### config.mk
export PLATFORM = sky130hd
export DESIGN_NAME = arb8_rr
export DESIGN_NICKNAME = d
export VERILOG_FILES = /design/src/rtl/arb8_rr.sv
export SDC_FILE = /design/constraint.sdc
export NUM_CORES = 1
export LEC_CHECK = 0
export CORE_UTILIZATION = 51
export CTS_CLUSTER_SIZE = 28
export DETAILED_ROUTE_END_ITERATION = 10
export PLACE_DENSITY_LB_ADDON = 0.08
export SYNTH_ARGS = -nofsm -noshare
export SYNTH_HDL_FRONTEND = slang
export SYNTH_SLANG_ARGS = --single-unit
### constraint.sdc
create_clock -name clk -period 3.5 [get_ports clk]
set_input_delay 0.7 -clock clk [delete_from_list [all_inputs] [get_ports clk]]
set_output_delay 0.7 -clock clk [all_outputs]
set_load 0.03 [all_outputs]
### src/rtl/arb8_rr.sv
// arb8_rr: round-robin arbiter sharing one datapath port among eight requesters,
// with completion-driven release, request-drop release and a bounded hold time.
module arb8_rr #(
  parameter int MAX_HOLD = 16,
  parameter int CNT_W    = 5
) (
  input  logic       clk,
  input  logic       rst_n,
  input  logic [7:0] req,
  input  logic       done,
  output logic [7:0] grant,
  output logic [2:0] sel,
  output logic       busy,
  output logic       timeout
);
  typedef enum logic {IDLE, OWN} state_t;
  localparam logic [CNT_W-1:0] LAST = CNT_W'(MAX_HOLD == 0 ? 0 : MAX_HOLD - 1);
  state_t           r_state, w_state;
  logic [2:0]       r_ptr, w_ptr, r_sel, w_sel, w_base, w_idx, w_win;
  logic [CNT_W-1:0] r_cnt, w_cnt;
  logic [7:0]       r_grant, w_grant, w_mask;
  logic             r_busy, w_busy, r_timeout, w_timeout;
  logic             w_own, w_found, w_rel_a, w_rel_b, w_rel_c, w_rel;
  assign w_own   = r_state == OWN;
  assign w_rel_a = done;
  assign w_rel_b = ~req[r_sel];
  assign w_rel_c = (MAX_HOLD != 0) && (r_cnt == LAST);
  assign w_rel   = w_rel_a | w_rel_b | w_rel_c;
  // While owning, the search starts past the owner and excludes it.
  assign w_base  = w_own ? r_sel + 3'd1 : r_ptr;
  assign w_mask  = w_own ? req & ~(8'd1 << r_sel) : req;
  always_comb begin
    w_found = 1'b0;
    w_win   = 3'd0;
    w_idx   = 3'd0;
    for (int i = 7; i >= 0; i--) begin
      w_idx = w_base + 3'(i);
      if (w_mask[w_idx]) begin
        w_found = 1'b1;
        w_win   = w_idx;
      end
    end
  end
  always_comb begin
    w_state   = r_state;
    w_ptr     = r_ptr;
    w_cnt     = r_cnt;
    w_grant   = r_grant;
    w_sel     = r_sel;
    w_busy    = r_busy;
    w_timeout = 1'b0;
    if (!w_own) begin
      if (w_found) begin
        w_state = OWN;
        w_grant = 8'd1 << w_win;
        w_sel   = w_win;
        w_busy  = 1'b1;
        w_cnt   = '0;
      end
    end else if (w_rel) begin
      w_ptr     = r_sel + 3'd1;
      w_cnt     = '0;
      w_timeout = w_rel_c & ~w_rel_a & ~w_rel_b;
      if (w_found) begin
        w_grant = 8'd1 << w_win;
        w_sel   = w_win;
      end else begin
        w_state = IDLE;
        w_grant = 8'd0;
        w_busy  = 1'b0;
      end
    end else begin
      w_cnt = (MAX_HOLD == 0 || r_cnt == LAST) ? r_cnt : r_cnt + CNT_W'(1);
    end
  end
  always_ff @(posedge clk or negedge rst_n) begin
    if (!rst_n) begin
      r_state   <= IDLE;
      r_ptr     <= 3'd0;
      r_cnt     <= '0;
      r_grant   <= 8'd0;
      r_sel     <= 3'd0;
      r_busy    <= 1'b0;
      r_timeout <= 1'b0;
    end else begin
      r_state   <= w_state;
      r_ptr     <= w_ptr;
      r_cnt     <= w_cnt;
      r_grant   <= w_grant;
      r_sel     <= w_sel;
      r_busy    <= w_busy;
      r_timeout <= w_timeout;
    end
  end
  assign grant   = r_grant;
  assign sel     = r_sel;
  assign busy    = r_busy;
  assign timeout = r_timeout;
endmodule
* Word level (Yosys, flattened, before mapping)
Index checks and enable logic that the tools add are counted.
** Storage, ports and cells
- Register bits after elaboration :: 22
- Input port bits :: 11
- Output and inout bits :: 13
- Word-level logic and storage cells :: 100
** Cells by class
- Add/subtract/negate cells :: 9
- Order comparisons :: 9
- Equality and inequality tests :: 4
- Shift-type cells :: 2
- Mux-type cells :: 56
- Bitwise logic cells :: 8
- Reduce and logical (&&, ||, !) cells :: 5
** Operators with widths (count)
- $mux W8 :: 5
- $lt A3 B4 Y1 const B :: 9
- $mux W3 :: 12
- $bmux W1 S3 :: 9
- $mux W1 :: 26
- $mux W5 :: 4
- $shl A1 B3 Y8 const A :: 2
- $add A3 B3 Y3 const B :: 4
- $and A8 B8 Y8 :: 1
- $not A8 Y8 :: 1
- $add A3 B1 Y3 const B :: 2
- $add A3 B2 Y3 const B :: 2
- $reduce_and A2 Y1 :: 3
- $add A5 B1 Y5 const B :: 1
- $eq A5 B4 Y1 const B :: 1
- $ne A3 B2 Y1 const B :: 1
- $reduce_and A3 Y1 :: 1
- $and A1 B1 Y1 :: 2
- $ne A2 B1 Y1 const B :: 1
- $ne A2 B2 Y1 const B :: 1
- $not A1 Y1 :: 2
- $or A1 B1 Y1 :: 2
- $reduce_bool A2 Y1 :: 1

* Longest topological paths before layout
- Depth in word-level cells :: 18
- Mapped depth :: 18
- Gate-level depth less buffers :: 16

* Worst setup path after synthesis
OpenSTA, ideal clock, no wires.
- Kind :: register -> register
- Start point :: register r_sel[0] (netlist: sel[0])
- End point :: register r_cnt[3]
- Setup time :: 129 ps
- Arrival :: 3934 ps
- Required time :: 3371 ps
- Setup slack :: -563 ps
- Stages on the path, launching flop included :: 18
- Buffers on the path :: 3
- Period minus slack after synthesis :: 4063 ps
- Cells stage by stage :: dfrtp_1 -> inv_1 -> ha_1 -> mux2_4 -> clkbuf_1 -> ha_1 -> buf_1 -> o211ai_1 -> o21ai_1 -> nand4_2 -> nor4_4 -> nand2_1 -> inv_1 -> ha_1 -> clkbuf_1 -> nor2_1 -> nand4_1 -> o21ai_0
** Between the ends
- Longest elaborated chain between the ends :: 16
- Elaborated cells on any way between the ends :: 47
- Classes of those cells :: add/sub (8); eq/ne (1); shift (1); mux (30); bitwise (5); reduce/logical (2)
** Ends and longest elaborated chain
- start, declared :: RTL line 19 : logic [2:0] r_ptr, w_ptr, r_sel, w_sel, w_base, w_idx, w_win;
- start signal, assigned :: RTL line 90 : r_sel <= w_sel;
- branches (longest 16 deep; another with $add A3 B1 Y3)
- end signal, assigned :: RTL line 88 : r_cnt <= w_cnt;
- end, declared :: RTL line 20 : logic [CNT_W-1:0] r_cnt, w_cnt;
Parallel ways; which one is timed is not known. The select of a mux whose other input is x is not followed.
A chain may end at the register's enable or synchronous reset.

* Final worst setup path
- Start point :: register r_sel[0] (netlist: sel[0])
- End point :: register r_grant[4] (netlist: grant[4])
** Between the ends
- Longest elaborated chain between the ends :: 18
- Elaborated cells on any way between the ends :: 58
- Classes of those cells :: add/sub (8); eq/ne (1); shift (2); mux (40); bitwise (5); reduce/logical (2)
** Ends and longest elaborated chain
- branches (longest 18 deep; another with $add A3 B1 Y3)
- end signal, assigned :: RTL line 89 : r_grant <= w_grant;
- end, declared :: RTL line 21 : logic [7:0] r_grant, w_grant, w_mask;
Parallel ways; which one is timed is not known. The select of a mux whose other input is x is not followed.

==> impl_results.md <==
- Status: complete, no violations
- Netlist cell types: 67
- Ratio of cells with drive above 1 in the final layout: 0.253
- Drt first pass iters: 4
- Rel. slew slack: 0.336
- Hold depth: 1
- Met1 WL: slightly below 3000 um
- Initial Utilization: 0.530
- HPWL after DPL: 4890 um
- Clock Path Buffers: 2
- Worst Hold Launch: r_cnt[3]$_DFFE_PN0P_
- Global-route wire length before repair: just over 10000 um
- Die Ht: a little under 70 um
- Fin. Hold Viols: 0
- Slew Viols, Final: 0
- Core region area: 4350 sq um
- Crit path capture type: register
- Startpoint Class: register
- CTS buffer count: 3
- Die area: about 4800 sq um
- Layout Skew: 0.00197 ns
- # rows: 24
- Gr usage total: 0.264
- Commonest cells after routing, fill and taps aside: nand2_1 (34), buf_4 (25), clkdlybuf4s50_1 (23), dfrtp_1 (20), o21ai_0 (17)
- Yosys warning count: 0
- CP arrival: roughly 3.6 ns
- Setup TNS: 0 ns
- CTS tree: done
- Post-synth ARST share: 1.00
- Max-cap viol count: 0
- CP Class: register to register
- Initial antenna violation count: 0
- Register area share after synthesis: 0.238
- Clock root buffer master: clkbuf_8
- I/O Pins: 24
- Synthesized Nets: around 280
- Post-Syn Instances: 260
- Final min period: roughly 3.4 ns
- Worst skew pair latency: between 0.2 and 0.3 ns
- GR Overflow Total: 0
- Drt total wl: between 6000 and 7000 um
- Filler cells: between 300 and 400
- Wire per inst: roughly 17 um
- Final period utilization: 0.981
- Critical path required time: 3.65 ns
- DRC Markers: 0
- CP Max Fanout: 8
- Vias in the first global route: 2122
- Starting DRT DRC Count: 151
- Worst reg2reg setup slack: 0.06 ns
- H-tree depth: 1
- Register bit total from synthesis: 22
- Post-Syn Area: 2310 sq um
- WHS Endpoint: r_cnt[3]$_DFFE_PN0P_
- Clock sink count: 22
- Worst-Margin Slew: 0.994 ns
- Post-synth EDFFs: 0
- Post-route ant nets: 0
- F_max: roughly 0.29 GHz
- Pin count of the biggest net entering global routing: 23
- Hold Path Class: register to register
- Commonest register cell after synthesis: dfrtp_1
- Ant. Diodes: 0
- Final-stage net count: between 300 and 400
- Gpl congestion: 0.955
- WL met2: ~2900 um
- Syn_area_per_cell: 8.88 sq um
- Port Buf Inserts: 23
- Highest layer used for signal routing: met4
- Die Wd: approximately 69 um
- Worst R2R Start: sel[0]$_DFFE_PN0P_
- Area Growth Syn to Fin: 24.0%
- Vias: approximately 2300
- R2r worst-path depth: 10
- Reg2reg end: grant[4]$_DFFE_PN0P_
- Most common cell after layout, fill and taps aside: nand2_1
- WL met3: 338 um
- Vias per cell: between 6 and 7
- Setup violators final: 0
- Reg clk slew, reported paths: 0.08 ns
-- metrics by stage --
step	instances	hold WS [ns]	util	instance area (sq um)	setup slack, ns
floorplan	260	0.404	-	2360	0.00621
CTS	353	0.491	0.644	2800	0.0849
global route	356	0.514	0.658	2860	-0.00777
finish	356	0.487	0.658	2860	0.0649
global placement	349	0.471	0.631	2750	0.0678
detailed placement	349	0.479	0.631	2750	0.0368
-- kinds of logic (layout without fill, tap and decap cells) --
group | Yosys count | in the layout | share of synthesized area
adders and majority gates | 11 | 11 | 0.0596
and+or+nand+nor | 99 | 99 | 0.240
xor gates and xnor gates | 7 | 7 | 0.0298
DFF | 22 | 22 | 0.238
AOI/OAI and AO/OA | 92 | 92 | 0.317
muxes | 9 | 9 | 0.0693
buffers and inverters | 20 | 64 | 0.0460
-- worst max path at each step --
stage | from | endpoint | cells past startpoint
after floorplan | sel[0]$_DFFE_PN0P_ | r_cnt[3]$_DFFE_PN0P_ | 16
after global placement | req[3] | grant[4]$_DFFE_PN0P_ | 10
after detailed placement | req[3] | r_cnt[3]$_DFFE_PN0P_ | 13
after CTS | sel[0]$_DFFE_PN0P_ | r_cnt[3]$_DFFE_PN0P_ | 14
after global routing | sel[0]$_DFFE_PN0P_ | r_cnt[3]$_DFFE_PN0P_ | 14
final | sel[0]$_DFFE_PN0P_ | grant[4]$_DFFE_PN0P_ | 10
-- flip-flops by register name (all words and copies together) (netlist names) --
signal   flops
busy         1
grant        8
r_cnt        5
r_ptr        3
r_state      1
sel          3
timeout      1
-- final cells by class --
cell class	count	area, sq um	area share
multi-input cells	218	1730	0.603
inverters	12	45.0	0.0157
well taps	52	65.1	0.0227
repair buffers	48	418	0.146
flip-flops and latches	22	553	0.193
clock buffers	4	55.1	0.0192
-- per-layer routing --
layer	vias to the layer above	GRT usage
li1	1098	-
met1	1081	0.399
met2	85	0.407
met3	2	0.0392
met4	0	0.0431
met5	-	0
-- synthesized netlist by cell type (3+ instances only) --
cell type | number | area, sq um
nand2b_1 | 5 | 31.3
a21oi_1 | 5 | 25.0
a31oi_1 | 9 | 56.3
nand3_1 | 13 | 65.1
o211ai_1 | 8 | 60.1
inv_1 | 10 | 37.5
and2_1 | 9 | 56.3
nand2_1 | 35 | 131
a211oi_1 | 7 | 52.6
a21o_1 | 3 | 22.5
dfrtp_1 | 22 | 551
buf_6 | 4 | 45.0
nand4_1 | 6 | 37.5
mux4_2 | 5 | 113
xnor2_1 | 6 | 52.6
a21boi_0 | 3 | 22.5
o21ai_0 | 17 | 85.1
ha_1 | 11 | 138
nor3_1 | 4 | 20.0
a32o_1 | 3 | 30.0
and3_1 | 3 | 18.8
o211ai_2 | 4 | 50.1
nor2_1 | 5 | 18.8
-- critical path: stages (launching register included) --
cell and delay, ns:
dfrtp_2 0.42, ha_1 0.22, ha_1 0.33, a21o_1 0.34
xnor2_1 0.42, nor3_1 0.23, a2111oi_4 0.38, o221ai_2 0.18
a311oi_4 0.43, nor2b_1 0.11, a32o_1 0.27
-- timing repair --
action | 4_1_cts | 5_1_grt
buffers inserted | 0 | 3
hold buffers | 0 | 0
endpoints found under the setup margin | 0 | 7
endpoints found under the hold margin | 0 | 0
resized for setup | 0 | 5
Power is left out: the tool's default activity adds up to more than one toggle a clock period on the data nets, which glitch-free logic cannot reach.
